[src/rtl/output_port.sv]
// output_port
//   Per-direction output stage of the router. Packets arriving from the
//   crossbar are held in one single-entry buffer per virtual channel (VC 0/1).
//   During the external phase the buffer selected by `polarity` is offered on
//   the outgoing link with a send/ready handshake. Per-VC occupancy flags go
//   back to the crossbar so it can mask its grants.
//
// Ports
//   clk            : clock, all state changes on the rising edge
//   reset          : synchronous, active-low
//   phase_internal : 1 = crossbar write phase, 0 = link transmit phase
//   polarity       : VC eligible for link transmit this cycle
//   enq, d_in      : crossbar write strobe and packet (d_in[VC_BIT] picks VC)
//   outbuf_full    : registered per-VC occupancy
//   so, dout       : link valid and data (dout = buffer[polarity] always)
//   ri             : downstream ready
//   tx_cnt0/1      : packets sent per VC, wrapping
//   stall_cnt      : external-phase cycles blocked by ri==0, saturating
//   drop_err       : sticky, set when a write targets an occupied buffer
module output_port #(
  parameter int DATA_W = 64,
  parameter int VC_BIT = 63,
  parameter int CNT_W  = 16
) (
  input  logic              clk,
  input  logic              reset,
  input  logic              phase_internal,
  input  logic              polarity,
  input  logic              enq,
  input  logic [DATA_W-1:0] d_in,
  output logic [1:0]        outbuf_full,
  output logic              so,
  output logic [DATA_W-1:0] dout,
  input  logic              ri,
  output logic [CNT_W-1:0]  tx_cnt0,
  output logic [CNT_W-1:0]  tx_cnt1,
  output logic [CNT_W-1:0]  stall_cnt,
  output logic              drop_err
);

  logic [1:0]        full_reg;
  logic [DATA_W-1:0] buf_reg    [2];
  logic [CNT_W-1:0]  tx_cnt_reg [2];
  logic [CNT_W-1:0]  stall_cnt_reg;
  logic              drop_err_reg;

  logic       wr_vc;
  logic       wr_ok;
  logic       wr_drop;
  logic       stall;
  logic [1:0] wr_hit;
  logic [1:0] tx_hit;

  assign wr_vc   = d_in[VC_BIT];
  // Writes only happen in the internal phase and sends only in the external
  // phase, so a buffer can never be filled and drained on the same edge.
  assign wr_ok   = phase_internal & enq & ~full_reg[wr_vc];
  assign wr_drop = phase_internal & enq &  full_reg[wr_vc];

  assign so    = ~phase_internal & full_reg[polarity] &  ri;
  assign stall = ~phase_internal & full_reg[polarity] & ~ri;

  genvar gi;
  generate
    for (gi = 0; gi < 2; gi++) begin : g_vc_decode
      assign wr_hit[gi] = wr_ok & (wr_vc == 1'(gi));
      assign tx_hit[gi] = so & (polarity == 1'(gi));
    end
  endgenerate

  always_ff @(posedge clk) begin
    if (!reset) begin
      full_reg      <= '0;
      stall_cnt_reg <= '0;
      drop_err_reg  <= 1'b0;
      for (int i = 0; i < 2; i++) begin
        buf_reg[i]    <= '0;
        tx_cnt_reg[i] <= '0;
      end
    end else begin
      for (int i = 0; i < 2; i++) begin
        if (wr_hit[i]) begin
          buf_reg[i]  <= d_in;
          full_reg[i] <= 1'b1;
        end else if (tx_hit[i]) begin
          full_reg[i]   <= 1'b0;
          tx_cnt_reg[i] <= tx_cnt_reg[i] + CNT_W'(1);
        end
      end
      if (stall && (stall_cnt_reg != '1)) begin
        stall_cnt_reg <= stall_cnt_reg + CNT_W'(1);
      end
      if (wr_drop) begin
        drop_err_reg <= 1'b1;
      end
    end
  end

  assign outbuf_full = full_reg;
  assign dout        = buf_reg[polarity];
  assign tx_cnt0     = tx_cnt_reg[0];
  assign tx_cnt1     = tx_cnt_reg[1];
  assign stall_cnt   = stall_cnt_reg;
  assign drop_err    = drop_err_reg;

endmodule
[config.mk]
export PLATFORM = sky130hd
export DESIGN_NAME = output_port
export DESIGN_NICKNAME = d
export VERILOG_FILES = /design/src/rtl/output_port.sv
export SDC_FILE = /design/constraint.sdc
export NUM_CORES = 1
export LEC_CHECK = 0
export ABC_AREA = 1
export ABC_CLOCK_PERIOD_IN_PS = 3000
export BUFFER_PORTS_ARGS = -buffer_cell sky130_fd_sc_hd__clkbuf_2
export CORE_MARGIN = 2
export CORE_UTILIZATION = 40
export CTS_BUF_LIST = sky130_fd_sc_hd__clkbuf_4 sky130_fd_sc_hd__clkbuf_8 sky130_fd_sc_hd__clkbuf_16
export CTS_CLUSTER_SIZE = 25
export DETAILED_ROUTE_END_ITERATION = 12
export RECOVER_POWER = 100
export SKIP_LAST_GASP = 1
export SYNTH_ARGS = -nofsm -noshare
export SYNTH_HDL_FRONTEND = slang
export SYNTH_SLANG_ARGS = --single-unit
[constraint.sdc]
create_clock -name clk -period 3 [get_ports clk]
set_clock_uncertainty 0.1 [all_clocks]
set_input_delay 0.3 -clock clk [delete_from_list [all_inputs] [get_ports clk]]
set_output_delay 0.3 -clock clk [all_outputs]
set_load 0.01 [all_outputs]
# After elaboration in Yosys (flattened, before gate mapping)
# Memory sizes are Yosys's and may differ from the RTL's.
# Index checks and enable logic that the tools add are counted.
[classes]
n_addsub = 3
mul = 0
n_div = 0
magnitude_cmp = 2
n_eq_ne = 1
shifts = 0
muxes = 27
bitwise_logic = 19
n_reduce_logical = 3
[op_table]
columns = ["op", "count"]
rows = [
  ["$mux W64", 2],
  ["$add A16 B1 Y16 const B", 3],
  ["$mux W16", 2],
  ["$mux W1", 23],
  ["$ne A16 B16 Y1 const B", 1],
  ["$and A1 B1 Y1", 10],
  ["$not A1 Y1", 5],
  ["$lt A1 B2 Y1 const B", 2],
  ["$or A1 B1 Y1", 4],
  ["$reduce_bool A2 Y1", 2],
  ["$logic_and A1 B1 Y1", 1],
]
[totals]
ff_bits = 19
latchBits = 0
ramBits = 160
romBits = 0
in_bits = 70
output_inout_bits = 116
wordCells = 61
n_memories = 2
[mem_list]
columns = ["name", "words", "width", "rd", "rd_ports_with_merged_regs", "wr", "line_no", "text"]
rows = [
  ["buf_reg", 2, 64, 1, 0, 2, "42", "logic [DATA_W-1:0] buf_reg [2];"],
  ["tx_cnt_reg", 2, 16, 2, 0, 2, "43", "logic [CNT_W-1:0] tx_cnt_reg [2];"],
]

# Depth between registers and ports, before layout
# Gate-level depths: netlist (run 1).
[depth]
depth_word = 10
ltp_mapped = 10

# Worst setup path after synthesis (run 1)
# Ideal clock, no wire load.
[synth_path]
path_type = "reg2reg"
startpoint = "register full_reg[0], in the netlist outbuf_full[0]"
endpoint = "memory buf_reg[0][0], enable pin"
setup_ps = 424
arrival_ps = 2072
required_time_ps = 2476
setup_slack_ps = 404
path_stages_with_launch = 4
period_less_slack_ps = 2596
path_cell_list = "dfxtp_1 > nor2_1 > nand2_1 > nand2_1"
[synth_rtl]
columns = ["item", "line_no", "text"]
rows = [
  ["from (decl)", "41", "logic [1:0] full_reg;"],
  ["from (signal assigned)", "73", "full_reg <= '0;"],
  ["from (signal, indexed assignment)", "84", "full_reg[i] <= 1'b1;"],
  ["from (signal, indexed assignment)", "86", "full_reg[i] <= 1'b0;"],
  ["to (decl)", "42", ""],
]

# Final worst setup path (run 1)
[layout_path]
startpoint = "input polarity"
endpoint = "output dout[24]"
[layout_between]
elab_chain_len = 1
[layout_rtl]
columns = ["item", "line_no", "text"]
rows = [
  ["from (decl)", "28", "input logic polarity,"],
  ["$mem_v2 Z2 W64", "-", ""],
  ["to (decl)", "33", "output logic [DATA_W-1:0] dout,"],
]
# Every way passes these cells.

==> results of run 1 <==
worst min-delay path: cells and delay by family:
family	cells	cell delay (ps)
AND/OR/NAND/NOR	1	40
buffers and inverters	2	120
cells in the mapped netlist, types with 2 or more instances:
cell type / instances / area [sq um]
a21oi_1: 20 / 100.1
a21oi_2: 2 / 17.52
a31oi_1: 2 / 12.51
and3_1: 3 / 18.77
buf_2: 9 / 45.04
buf_4: 2 / 15.01
clkbuf_1: 13 / 48.80
dfxtp_1: 19 / 380.4
edfxtp_1: 160 / 4805
ha_1: 3 / 37.54
inv_1: 107 / 401.6
inv_2: 3 / 11.26
nand2_1: 276 / 1036
nand2_2: 3 / 18.77
nand3_1: 24 / 120.1
nand3_2: 3 / 30.03
nand3b_1: 3 / 22.52
nand4_1: 2 / 12.51
nor2_1: 140 / 525.5
nor2_2: 4 / 25.02
nor3_1: 8 / 40.04
o21ai_0: 8 / 40.04
xnor2_1: 5 / 43.79
xor2_1: 10 / 87.58
metal layers:
| layer | GRT usage | up-vias | share of wire |
|---|---|---|---|
| li1 | - | 3052 | - |
| met1 | 0.2316 | 2759 | 0.47 |
| met2 | 0.2763 | 154 | 0.47 |
| met3 | 0.03166 | 12 | 0.048 |
| met4 | 0.05000 | 0 | 0.010 |
| met5 | 0 | - | 0 |
layout make-up:
type                       instances  area [sq um]
inverter                         110         412.9
timing repair buffer             192         852.1
multi-input combinational        525          2271
tap                              265         331.6
fill                            1962          9897
sequential                       179          5185
clock buffer                      17         425.4
clock inverter                    15         151.4
final timing paths:
path,to,slack [ps]
worst min register to register,drop_err,410
worst min-delay path,buf_reg[1][13],100
worst max register to register,tx_cnt_reg[0][10],610
worst max-delay path,dout[24],520
power by group:
group	leakage (uW)	internal, uW	switching, uW
clock network	0.000289	1240	961
logic	0.00210	141	318
registers	0.00182	2860	52.3
cell families after synthesis:
kind of cell,after synthesis
flops,179
compound gates,36
buf+inv,136
fa+ha+maj,3
xor+xnor,15
simple gates,471
stage by stage:
step                worst slack (ps)  instances
finish                         523.8       1303
global route                   370.9       1303
CTS                            715.3       1303
detailed placement             722.4       1271
global placement               776.9       1271
floorplan                      404.1        840
==> out/metrics.cfg, run 1 <==
[worst_setup_path]
startpoint=polarity
worst_ep_required_time_ps=2600
crit_cells=5
crit_fanout=65
slowest_delay_ps=1070
cp_slowest_cell=clkbuf_2
cp-start-kind=primary input
endpoint_kind=output port
crit_family=buffers and inverters
path_cells=clkbuf_1, clkbuf_2, nand2_1, nand2_1, clkbuf_1
crit_type=primary input to output port
r2r_cells=4
r2r_start=outbuf_full[1]
worstPathArrival_ps=2080
path_buf_inv=3

[clocking]
cts_buffers=17
post_cts_resize_count=0
cts_tree=yes
clockBufferDepth=2
clk_pin_slew_ps=70
cts.htree.levels=4
postCtsSetupBuffers=0
cts.sinks=179
cts_hold_buf=0
root_buffer=clkbuf_16
insertion_delay_ps=420

[layout]
fin_area_sq_um=9629
mostFrequentLayoutCell=nand2_1
layout.nets=1098
final_util=0.4931
drive_above_1_share=0.1146
largest_register_ffs=128
mostFrequentLayoutCells=279 x nand2_1, 160 x edfxtp_1, 142 x nor2_1, 117 x clkbuf_1, 108 x inv_1
diodes=0
syn_to_final_growth_pct=20.23

[route]
via_count=5977
drt_first_pass_iters=4
drt_wl_total_mm=17.76
via_per_inst=4.587
wire_per_inst_um=13.63
antenna_left=0
drt_iter0_drc=300
drc=0

[floorplanning]
die-area_sq_um=21170
coreArea_sq_um=19530
fp-row-count=51
die_h_um=145.5
start_util=0.4102
die_x_um=145.5
boundaryPins=186

[sta]
min_period_ps=2476
slew_viol_final=0
fmax_ghz=0.4038
slew_headroom=0.03324
rsz0062_at_grt=false
hold_viol=0
worst_pin_slew_ps=1450
fin_setup_tns_ps=0
finalCritPeriodShare=0.8254
hold_slack_ps=97.62
setup_viol=0

[synth]
synth-seq-cells=179
synthFlopType=edfxtp_1
synth_fa_ha_area_frac=0.004687
async_reset_ff_frac=0
synth_top_family_by_area=simple AND/OR/NAND/NOR gates
ys_warn_count=0
synth_edf_count=160
synth_xor_xnor_area_share=0.01640
syn_avg_cell_area_sq_um=9.534
yosys.cell_types.count=35
synthCells=840
netlist_area_sq_um=8009
synth_compound_area_frac=0.02703
syn-num-nets=913
synth_mux_area_frac=0
synth-simple-area-share=0.2375
ys_seq_area_frac=0.6474

[status]
outcome=completed

[placement]
routabilityCongestion=0.8120
port_buffers=185
placed_cell_area_sq_um=9254
hpwl_mm=11.85

[global_routing]
grt_pass1_vias=5605
grt-ovfl-total=0
grt_max_degree=66
grt_pass1_wl_mm=28.27
antenna_found_initial=0
track_usage=0.1692

[hold_path]
min_from=d_in[13]
hold_depth=3
hold_class=primary input to flop

[power]
power_uw=5570
powerDensity_nw_per_um2=578.5
ir_worst_vdd_v=0.0004041
p_leak_uw=0.004215

[run]
timing.max_cap.violations=0

Note: power is estimated with default switching activity, not from simulation.
==> run 2, diff against run 1 <==
- ABC_AREA: 1 -> 0
- ABC_CLOCK_PERIOD_IN_PS: 3000 -> 2200
- clock period: 3 -> 2.2 ns (I/O delays scaled with it)
==> out/metrics.cfg, run 2 <==
[status]
outcome=completed

[synth]
synthCells=544  ; -35%
synth-seq-cells=179  ; unchanged
synth_common_cells=160 x edfxtp_1, 64 x and2_1, 64 x mux2_2, 39 x nor2_1, 21 x clkbuf_1
synth_top_area_frac=0.6244  ; +0.02448
ys_seq_area_frac=0.6738  ; +0.02642
yosys.cell_types.count=40  ; +14%
syn_avg_cell_area_sq_um=14.15  ; +48%
netlist_area_sq_um=7695  ; -3.9%
synth_area_leaders=edfxtp_1 62%, mux2_2 9.4%, and2_1 5.2%, dfxtp_1 4.9%, nor2_1 1.9%
ys_warn_count=0  ; unchanged
syn-num-nets=617  ; -32%
synthMostInstantiatedCell=edfxtp_1
yosysTopAreaCell=edfxtp_1
async_reset_ff_frac=0  ; unchanged
synthFlopType=edfxtp_1
synth_edf_count=160  ; unchanged

[sta]
setup_viol=0  ; unchanged
fin_setup_tns_ps=0  ; unchanged
fmax_ghz=0.4816
rsz0062_at_grt=false
fin_ws_ps=123.8  ; -400.0 ps
min_period_ps=2076
slew_viol_final=0  ; unchanged
worst_pin_slew_ps=1042  ; -408.2 ps
slew_headroom=0.3054  ; +0.2722
finalCritPeriodShare=0.9437
hold_slack_ps=21.35  ; -76.27 ps
hold_viol=0  ; unchanged

[route]
drc=0  ; unchanged
via_per_inst=5.108  ; +11%
wirelength_met1_mm=7.054  ; -15%
drt_wl_total_mm=17.11  ; -3.7%
antenna_left=0  ; unchanged
routed-wl-met3_mm=1.029  ; +22%
via_count=5307  ; -11%
drt_first_pass_iters=5  ; +1
top_layer_used=met4
drt_iter0_drc=228  ; -24%
met2_length_mm=8.613  ; +2.4%
wire_per_inst_um=16.46  ; +21%

[global_routing]
track_usage=0.1681  ; -0.001079
antenna_found_initial=0  ; unchanged
grt_pass1_vias=5252  ; -6.3%
grt_pass1_wl_mm=26.63  ; -5.8%
grt-ovfl-total=0  ; unchanged
grt_max_degree=69  ; +4.5%

[power]
p_leak_uw=0.003665  ; -13%
ir_worst_vdd_v=0.0005379  ; +33%
powerDensity_nw_per_um2=768.6  ; +33%

[layout]
mostFrequentLayoutCell=edfxtp_1
fill_cells=1635  ; -17%
syn_to_final_growth_pct=29.32
seqCellArea_sq_um=5185  ; unchanged
layout.nets=864  ; -21%
mostFrequentLayoutCells=160 x edfxtp_1, 100 x clkbuf_1, 89 x clkbuf_2, 63 x mux2_2, 63 x and2_0
largest_register_ffs=128  ; unchanged
drive_above_1_share=0.2525  ; +0.1378
multi_input_area_sq_um=2389  ; +5.2%

[floorplanning]
die-area_sq_um=20360  ; -3.8%
boundaryPins=186  ; unchanged
die_h_um=142.7  ; -1.9%
coreArea_sq_um=18770  ; -3.9%
start_util=0.4100  ; about the same
fp-row-count=50  ; -2.0%
die_x_um=142.7  ; -1.9%

[worst_setup_path]
endpoint_kind=output port
cp_slowest_cell=clkbuf_4
cp-start-kind=primary input
rr_endpoint=buf_reg[0][40]
slowest_delay_ps=800  ; -270 ps
worstPathArrival_ps=1760  ; -320 ps
worst_ep_required_time_ps=1880  ; -720 ps
crit_fanout=68  ; +4.6%
path_cells=buf_4, clkbuf_4, mux2_2, clkbuf_2
r2r_slack_ps=140  ; -470 ps
r2r_start=outbuf_full[0]
crit_type=primary input to output port
r2r_cells=4  ; unchanged

[hold_path]
hold_end=drop_err
hold_depth=2  ; -1
hold_class=primary input to flop
min_from=reset

[clocking]
root_buffer=clkbuf_16
cts_tree=yes
cts.sinks=179  ; unchanged
insertion_delay_ps=420  ; about the same
cts_buffers=17  ; unchanged
cts.htree.levels=4  ; unchanged
clk_pin_slew_ps=70  ; about the same
clockBufferDepth=2  ; unchanged

[placement]
port_buffers=185  ; unchanged
hpwl_mm=11.33  ; -4.4%
routabilityCongestion=0.8474  ; +4.4%
dp_worst_setup_slack_ps=49.52  ; -672.8 ps

[run]
timing.max_cap.violations=0  ; unchanged

-- run 2: cell types whose count changed in the layout (fill, tap and decap cells not counted), moves of 19 or more --
cell	previous run	this run
and2_0	0	63
dlygate4sd3_1	0	49
nand2_1	279	17
mux2_2	0	63
inv_1	108	7
nor2_1	142	39
clkbuf_2	70	89
-- run 2: cell type report --
class,instances,share of cell area
tap,234,0.02942
timing repair buffer,252,0.1461
multi-input combinational,334,0.2400
inverter,7,0.002641
antenna,1,0.0002515
clock buffer,17,0.04275
clock inverter,15,0.01773
sequential,179,0.5211
-- run 2: power by group --
group	total (uW)	switching (uW)	internal, uW
logic	656	354	302
registers	3940	65.2	3880
clock network	3050	1410	1640
total	7650	1830	5820
-- run 2: routing by layer --
metal  global-route usage  vias to the layer above
met5                    0                        -
met4              0.07035                        0
met3              0.04963                       29
met2               0.2844                      162
met1               0.2007                     2586
li1                     -                     2530
-- run 2: cell families after synthesis --
| group | count (synthesis) | synth area share |
|---|---|---|
| flops | 179 | 0.6738 |
| xor+xnor | 24 | 0.02732 |
| buf+inv | 31 | 0.01594 |
| mux | 70 | 0.1015 |
| fa+ha+maj | 3 | 0.004879 |
| simple gates | 199 | 0.1449 |
| compound gates | 38 | 0.03171 |
-- run 2: how the worst max path moves through the flow --
| stage | startpoint | to | slack, ps |
|---|---|---|---|
| after floorplan | outbuf_full[1] | tx_cnt_reg[0][16] | -300 |
| after global placement | stall_cnt[0] | stall_cnt[12] | 140 |
| after detailed placement | stall_cnt[0] | stall_cnt[12] | 50 |
| after CTS | stall_cnt[0] | stall_cnt[12] | 40 |
| after global routing | polarity | tx_cnt_reg[0][2] | 20 |
| final | polarity | dout[59] | 120 |
-- run 2: timing repair --
| action | 4_1_cts | 5_1_grt |
|---|---|---|
| resized for setup | 0 | 1 |
| setup endpoints to repair | 0 | 3 |
| endpoints found under the hold margin | 93 | 4 |
| hold buffers | 47 | 2 |
| buffers inserted | 0 | 0 |
-- run 2: metrics by stage --
| step | std cells | cell area (sq um) | utilization | power (uW) |
|---|---|---|---|---|
| finish | 1039 | 9951 | 0.5302 | 7648 |
| global route | 1038 | 9948 | 0.5301 | 7935 |
| CTS | 1036 | 10140 | 0.5404 | 7782 |
| detailed placement | 957 | 9070 | 0.4833 | 4658 |
| global placement | 957 | 9070 | 0.4833 | 4643 |
| floorplan | 544 | 7726 | - | 4343 |
-- run 2: worst max-delay path: cells and delay by family --
kind,cells,cell delay (ps)
buf+inv,3,1060
mux,1,420
